$ cat config.mk
export PLATFORM = sky130hd
export DESIGN_NAME = hwpe_stream_tcdm_load_buffer
export DESIGN_NICKNAME = d
export VERILOG_FILES = /design/src/rtl/hwpe_stream_tcdm_load_buffer.sv
export SDC_FILE = /design/constraint.sdc
export NUM_CORES = 1
export LEC_CHECK = 0
export CAP_MARGIN = 20
export CORE_ASPECT_RATIO = 1.5
export CORE_MARGIN = 2
export CORE_UTILIZATION = 35
export DETAILED_ROUTE_END_ITERATION = 16
export GPL_ROUTABILITY_DRIVEN = 0
export GPL_TIMING_DRIVEN = 0
export HOLD_SLACK_MARGIN = 0.08
export PLACE_DENSITY = 0.65
export SETUP_SLACK_MARGIN = 0.3
export SKIP_CTS_REPAIR_TIMING = 1
export SLEW_MARGIN = 5
export SYNTH_ARGS = -nofsm -noshare
export SYNTH_HDL_FRONTEND = slang
export SYNTH_SLANG_ARGS = --single-unit
export TNS_END_PERCENT = 5
$ cat constraint.sdc
create_clock -name clk_i -period 2.8 [get_ports clk_i]
set_clock_uncertainty 0.15 [all_clocks]
set_input_delay 0.7 -clock clk_i [delete_from_list [all_inputs] [get_ports clk_i]]
set_output_delay 0.7 -clock clk_i [all_outputs]
set_load 0.01 [all_outputs]
$ cat src/rtl/hwpe_stream_tcdm_load_buffer.sv
// -----------------------------------------------------------------------------
// hwpe_stream_tcdm_load_buffer
//
// Purpose:
//   Credit-based load buffer between a source address generator and a TCDM
//   port. A request is forwarded to TCDM only while the response FIFO has
//   room for it, counting both buffered words and the single in-flight
//   request. This guarantees that every TCDM response can be stored.
//   Responses leave as a valid/ready stream in first-in first-out order.
//   clear_i flushes the buffer. A response to a request that was in flight
//   at flush time is discarded when it arrives in the cycle after the flush.
//
// Configuration macro:
//   HWPE_STREAM_LOAD_BUFFER_FALLTHROUGH_EN
//     Undefined (default): every response is written to the FIFO and is
//       visible on the output stream at the earliest one cycle later.
//     Defined: a response that arrives while the FIFO is empty is shown
//       combinationally on the output in the same cycle. It is stored only
//       if the consumer does not take it in that cycle.
//
// Parameters:
//   DEPTH        response FIFO entries (power of two, >= 2)
//   ADDR_WIDTH   TCDM address width
//   DATA_WIDTH   TCDM word width
//
// Ports:
//   clk_i           clock
//   rst_i           synchronous active-high reset
//   clear_i         synchronous soft flush
//   in_req_i/in_add_i/in_gnt_o            upstream load request, address, grant
//   tcdm_req_o/tcdm_add_o                 TCDM request and address
//   tcdm_wen_o/tcdm_be_o/tcdm_data_o      TCDM write controls (tied to load-only)
//   tcdm_gnt_i/tcdm_r_valid_i/tcdm_r_data_i  TCDM grant and response
//   out_valid_o/out_data_o/out_ready_i    response stream
//   occupancy_o     buffered words plus the in-flight request
// -----------------------------------------------------------------------------
module hwpe_stream_tcdm_load_buffer #(
    parameter int unsigned DEPTH      = 4,
    parameter int unsigned ADDR_WIDTH = 32,
    parameter int unsigned DATA_WIDTH = 32
) (
    input  logic                           clk_i,
    input  logic                           rst_i,
    input  logic                           clear_i,
    input  logic                           in_req_i,
    input  logic [ADDR_WIDTH-1:0]          in_add_i,
    output logic                           in_gnt_o,
    output logic                           tcdm_req_o,
    output logic [ADDR_WIDTH-1:0]          tcdm_add_o,
    output logic                           tcdm_wen_o,
    output logic [DATA_WIDTH/8-1:0]        tcdm_be_o,
    output logic [DATA_WIDTH-1:0]          tcdm_data_o,
    input  logic                           tcdm_gnt_i,
    input  logic                           tcdm_r_valid_i,
    input  logic [DATA_WIDTH-1:0]          tcdm_r_data_i,
    output logic                           out_valid_o,
    output logic [DATA_WIDTH-1:0]          out_data_o,
    input  logic                           out_ready_i,
    output logic [$clog2(DEPTH+1)-1:0]     occupancy_o
);

    localparam int unsigned PTR_W = $clog2(DEPTH);
    localparam int unsigned OCC_W = $clog2(DEPTH+1);
    localparam logic [OCC_W-1:0] DEPTH_OCC = OCC_W'(DEPTH);

    logic [DATA_WIDTH-1:0] mem_q [DEPTH];
    logic [PTR_W-1:0]      rd_ptr_q, rd_ptr_d;
    logic [PTR_W-1:0]      wr_ptr_q, wr_ptr_d;
    logic [OCC_W-1:0]      count_q, count_d;
    logic                  infl_q, infl_d;
    logic                  drop_q, drop_d;

    logic                  fifo_empty;
    logic [OCC_W-1:0]      occupancy;
    logic                  credit_ok;
    logic                  accept;
    logic                  bypass;
    logic                  push;
    logic                  pop;

    // Load-only port: write controls are constant.
    assign tcdm_wen_o  = 1'b1;
    assign tcdm_be_o   = '0;
    assign tcdm_data_o = '0;

    assign fifo_empty  = (count_q == '0);
    assign occupancy   = count_q + OCC_W'(infl_q);
    assign occupancy_o = occupancy;

    // Credit is computed from registered state only, so a pop frees a slot
    // one cycle later. It is also withheld during reset so that no grant
    // is issued while reset is held.
    assign credit_ok  = (occupancy < DEPTH_OCC) && !clear_i && !rst_i;
    assign tcdm_req_o = in_req_i & credit_ok;
    assign tcdm_add_o = in_add_i;
    assign in_gnt_o   = tcdm_gnt_i & tcdm_req_o;

    // A response is genuine only in the cycle after a grant. Responses that
    // belong to a flushed request (drop_q) or that arrive with nothing
    // outstanding are ignored.
    assign accept = tcdm_r_valid_i & infl_q & ~drop_q & ~clear_i;

`ifdef HWPE_STREAM_LOAD_BUFFER_FALLTHROUGH_EN
    assign bypass      = fifo_empty & accept;
    assign out_valid_o = ~fifo_empty | bypass;
    assign out_data_o  = fifo_empty ? tcdm_r_data_i : mem_q[rd_ptr_q];
`else
    assign bypass      = 1'b0;
    assign out_valid_o = ~fifo_empty;
    assign out_data_o  = mem_q[rd_ptr_q];
`endif

    assign pop  = out_valid_o & out_ready_i & ~fifo_empty;
    assign push = accept & ~(bypass & out_ready_i);

    always_comb begin
        // NOTE: every _d signal gets its hold value before any branch, so no path leaves it unassigned and no latch is inferred.
        rd_ptr_d = rd_ptr_q;
        wr_ptr_d = wr_ptr_q;
        count_d  = count_q;
        infl_d   = infl_q;
        drop_d   = 1'b0;

        if (clear_i) begin
            rd_ptr_d = '0;
            wr_ptr_d = '0;
            count_d  = '0;
            infl_d   = 1'b0;
            drop_d   = infl_q;
        end else begin
            infl_d = in_gnt_o;
            // Power-of-two depth: pointers wrap by natural overflow.
            if (push) wr_ptr_d = wr_ptr_q + PTR_W'(1);
            if (pop)  rd_ptr_d = rd_ptr_q + PTR_W'(1);
            if (push && !pop) begin
                count_d = count_q + OCC_W'(1);
            end else if (pop && !push) begin
                count_d = count_q - OCC_W'(1);
            end
        end
    end

    always_ff @(posedge clk_i) begin
        // NOTE: sequential state uses non-blocking assignments so every flop samples the pre-edge values.
        if (rst_i) begin
            rd_ptr_q <= '0;
            wr_ptr_q <= '0;
            count_q  <= '0;
            infl_q   <= 1'b0;
            drop_q   <= 1'b0;
        end else begin
            rd_ptr_q <= rd_ptr_d;
            wr_ptr_q <= wr_ptr_d;
            count_q  <= count_d;
            infl_q   <= infl_d;
            drop_q   <= drop_d;
        end
    end

    // NOTE: storage has no reset; an entry is only read after it has been written, and out_data_o is don't-care while out_valid_o is low.
    always_ff @(posedge clk_i) begin
        if (push) begin
            mem_q[wr_ptr_q] <= tcdm_r_data_i;
        end
    end

endmodule
# Yosys cells after proc, flatten, opt, wreduce, memory -nomap -nowiden
# Memories as Yosys holds them, arrays and structs flattened. A register that Yosys moved wholly into a read port is not among the register bits.
# Cells that the tools add are included.
# Widths: inputs -> output; s select.
[totals] register_bits=9 latch_bits=0 ram_bits=128 rom_bits=0 in_bits=71 word_cells=40 memories=1
[op_classes] add_sub_neg=5 n_mul=0 div=0 order_cmp=1 eq_ne=0 shift=0 n_mux=6 bitwise=10 n_reduce_logical=12
[mem_list] name="mem_q" depth=4 width=32 read_ports=1 rd_clocked_by_memory_dff=1 write_ports=1 line="66" source="logic [DATA_WIDTH-1:0] mem_q [DEPTH];"
[op_table] cell="$and 1x1->1" count=7
[op_table] cell="$mux 3" count=2
[op_table] cell="$add 2x1->2 const B" count=2
[op_table] cell="$logic_and 1x1->1" count=4
[op_table] cell="$logic_not 1->1" count=4
[op_table] cell="$mux 2" count=2
[op_table] cell="$reduce_or 2->1" count=2
[op_table] cell="$add 3x1->3" count=1
[op_table] cell="$add 3x1->3 const B" count=1
[op_table] cell="$logic_not 3->1" count=1
[op_table] cell="$lt 3x3->1 const B" count=1
[op_table] cell="$not 1->1" count=3
[op_table] cell="$sub 3x1->3 const B" count=1
[op_table] cell="$mux 1" count=2
[op_table] cell="$reduce_bool 2->1" count=1

# Longest topological paths before layout
[logic_depth] word_depth=7 mapped_depth=8 depth_no_buf=7

# Worst setup path before layout
# No wires, ideal clock.
[synth_timing] kind="input to register" from="input port tcdm_r_valid_i" to="register count_q[2]" setup_time_ns=0.070 t_arrival_ns=2.269 path_slack_ns=0.311 cell_stages=8 path_buffers=1 path_cell_list="nor4bb_1 -> buf_2 -> ha_1 -> inv_1 -> fa_1 -> xor2_1 -> or3_1 -> a21oi_1"
[synth_between] elab_chain_cells=6 word_cells_on_any_way=8
[synth_lines] element="start, declared" line="54" source="input logic tcdm_r_valid_i,"
[synth_lines] element="$and 1x1->1 (*) (3 in a row)" line="101" source="assign accept = tcdm_r_valid_i & infl_q & ~drop_q & ~clear_i;"
[synth_lines] element="named net accept" line="76" source="logic accept;"
[synth_lines] element="$logic_not 1->1" line="137" source="end else if (pop && !push) begin"
[synth_lines] element="$logic_and 1x1->1" line="137"
[synth_lines] element="$reduce_bool 2->1 (no line)"
[synth_lines] element="end signal, assigned" line="154" source="count_q <= count_d;"
[synth_lines] element="end, declared" line="69" source="logic [OCC_W-1:0] count_q, count_d;"
# The timed path passes the listed nets; every way through them passes the cells marked *.
# A chain may end at the register's enable or synchronous reset.

# Worst setup path after layout
# Ends and elaborated chain as after synthesis.

==> results summary <==
Measured along the x axis, the die boundary spans 109 um. The cell area after technology mapping is 5750 um2. The post-route total power came out at 4.85 mW. For this run, asynchronously set or reset flops after synthesis account for 0%. The internal power of the cells totals 3.94 mW.

The clock tree from TritonCTS is done. The global router's overall resource usage is 12.9%. The later pin in the worst-skew pair is clocked with a latency of 400 ps. The flow ran to the end, and the final reports show no timing, DRC or antenna violations.

For this run, the top clock speed supported by timing is 382 MHz. The routed length on met2 came out at 6090 um. The clock share of power came out at 47.5%. The first global-routing pass estimated 16600 um of wire.

The post-synthesis average cell area came out at 19.4 um2. The max-slew violation count is 0. Setup repair after global routing could not meet its margin everywhere. The largest net degree at the start of global routing came out at 19. In this run the power density over the cells is 597 nW/um2. Using the TritonRoute via totals, the vias-per-cell ratio works out to 4.39.

The top cell type's share of synthesized area is 66.9%. The site row count is 57. The delay of the slowest critical-path stage is 440 ps. Leaving out fill and tap cells, the most frequent cells in the layout are edfxtp_1 (128), buf_4 (75), clkdlybuf4s50_1 (71). The clock root buffer is clkbuf_16. The library cell used most frequently in the layout, excluding fill and tap cells, is edfxtp_1. The arrival time of data at the critical path endpoint came out at 2800 ps. The worst setup path is launched from an input port. The initial antenna violation count came out at 0. The share of synthesized cell area in and, or, nand and nor gates came out at 1.92%. The number of search-and-repair iterations in the first detailed-routing pass came out at 4. The net switching component of the power came out at 0.911 mW.

Registers are responsible for 46.8% of the overall power. The DRC violation count after routing is 0. The initial utilization of the core area, before any placement, comes to 35.7%.

The worst setup slack after layout is 182 ps. The count of buffers added on input and output ports is 108. The dominant combinational cell family by area after synthesis is multiplexers.

The post-synthesis sequential area ratio came out at 70.7%. The min-delay analysis places its worst path in the category flop to flop. The highest layer touched by signal routing is met4. The critical path goes through clkdlybuf4s50_1 -> nor4bb_2 -> buf_4 -> ha_2 -> inv_1 -> fa_1 -> xor2_1 -> or3_1 -> a21oi_1. The clock transition at the registers of the reported paths came out at 60 ps. The via count of the first global-routing pass came to 3263. Yosys attributes the largest share of cell area to edfxtp_1 (67%), mux4_2 (12%), buf_4 (9.0%), dfxtp_1 (3.8%), ha_1 (1.5%). The synthesized flop and latch total came out at 139.

Dividing the detail-routed wire length by the instance count gives 15.8 um. For this block, the via count after detailed routing is 3012. The worst-case clock buffer depth came out at 2. Multiplexer cells account for 13.0% of the synthesized area. Excluding fillers, the count of instances in the completed layout stands at 686. The fraction of layout cells with a size suffix above 1 came out at 34.4%. The reported max-cap violation count is 0. Net switching is 18.8% of the power. OpenSTA, run right after detailed placement, puts the worst setup slack at -360 ps. The type of the worst setup path is input port to flop.

The number of placed instances, taps included, is 649. The synthesized design spends more area on one cell type than any other, namely edfxtp_1. Synthesis produced 296 cells.

The detailed router put a total of 3860 um of wire on met1. The synthesized-area fraction occupied by ao, oa, aoi and oai cells is 0.544%. The buffer and inverter count on the worst path is 3. For this run the aggregate overflow at the end of global routing stands at 0. The iteration-0 DRC count of the detailed router came out at 131. The most used flip-flop cell after synthesis is edfxtp_1. The post-route fraction of the period consumed by the critical path came out at 93.5%.

The cell with the largest stage delay on the worst path is clkdlybuf4s50_1. STA classifies the critical path endpoint as a flop. The Yosys warning count came out at 0. After Yosys synthesis, full adders, half adders and majority gates account for 1.87% of the synthesized area. The worst voltage drop across the vdd grid is 0.377 mV. The remaining antenna violation count after routing came out at 0. Buffers inserted during clock tree synthesis total 17. The static leakage came out at 3.21 nW. The kind of cell adding the most delay to the critical path is buffers and inverters. In this run the worst path has a maximum fanout of 3. The final hold violation count came to 0.

The H-tree depth reported by CTS is 4. The number of flops mapped to enable cells by yosys came out at 128. The routed design uses 783 um of met3 wire. The worst path required time came out at 2980 ps. The die area came out at 17500 um2.

The detailed-route wire length came out at 10900 um. The area added between synthesis and finish came out at 41.3%. The final HPWL from detailed placement came out at 7670 um. The combinational power share came out at 5.7%. The count of unique library cells instantiated by Yosys is 27. The antenna cell count is 0. The total clock sinks is 139. Setup violations remaining at the end of the flow were counted as 0.

The xor-xnor portion of the synthesized cell area came out at 0.914%. The worst path needs 2620 ps of the cycle, external delays included. The final layout contains 547 nets. After floorplanning, the core was sized to cover 16100 um2. The number of top-level pins came out at 178. The die boundary height is 161 um.
final timing paths:
path | start | endpoint | slack (ps) | cells past startpoint
max | tcdm_r_valid_i | count_q[2] | 180 | 9
min | infl_q | drop_q | 320 | 2
min reg2reg | infl_q | drop_q | 320 | 2
max reg2reg | count_q[0] | count_q[2] | 550 | 8
layout make-up:
cell class,count,area (um2)
inverters,4,15.0
multi-input cells,110,1220
repair buffers,118,1320
well taps,206,258
fillers,1367,7990
clock buffers,18,429
clock inverters,13,191
plain buffers,78,622
flip-flops and latches,139,4070
cells in the mapped netlist, types with 3 or more instances:
cell type / count
edfxtp_1: 128
buf_4: 69
mux4_2: 30
dfxtp_1: 11
nor2_1: 9
ha_1: 7
and2_1: 6
buf_2: 4
inv_1: 4
xor2_1: 4
buf_12: 3
stage by stage:
stage	TNS, ps	utilization (%)	area [um2]	hold WS, ps
6_report	0	50.4	8130	323
2_1_floorplan	0	-	5880	271
3_3_place_gp	-114970	44.8	7220	303
5_1_grt	0	50.4	8130	339
4_1_cts	-4070	49.4	7960	326
3_5_place_dp	-6150	45.5	7330	316
kinds of logic (layout without fill, tap and decap cells):
kind of cell    after synthesis  in the layout
other cells                   2             37
mux                          34             34
simple gates                 21             21
buf+inv                      82            231
fa+ha+maj                     8              8
xor+xnor                      6              6
compound gates                4              4
flops                       139            139
power by group through the flow:
stage	registers, mW	logic (mW)	clock network (mW)
floorplan	2.32	0.132	0
global placement	2.31	0.266	0
detailed placement	2.31	0.272	0
CTS	2.27	0.273	2.36
global route	2.27	0.295	2.45
finish	2.27	0.274	2.30
routing by layer:
| metal | vias up | GRT usage [%] |
|---|---|---|
| li1 | 1375 | - |
| met1 | 1480 | 13.3 |
| met2 | 149 | 24.3 |
| met3 | 8 | 3.67 |
| met4 | 0 | 4.49 |
| met5 | - | 0 |
worst min-delay path, delay by kind of cell, from the launching register on:
| family | cells | cell delay, ps |
|---|---|---|
| flops | 1 | 330 |
| simple gates | 2 | 100 |
sequential cells by signal, summed over array words and instances, names as in the netlist, named ones only:
| signal | count |
|---|---|
| mem_q | 128 |
| count_q | 3 |
| drop_q | 1 |
| rd_ptr_q | 2 |
| wr_ptr_q | 2 |
| infl_q | 1 |
(Power assumes the default switching activity.)
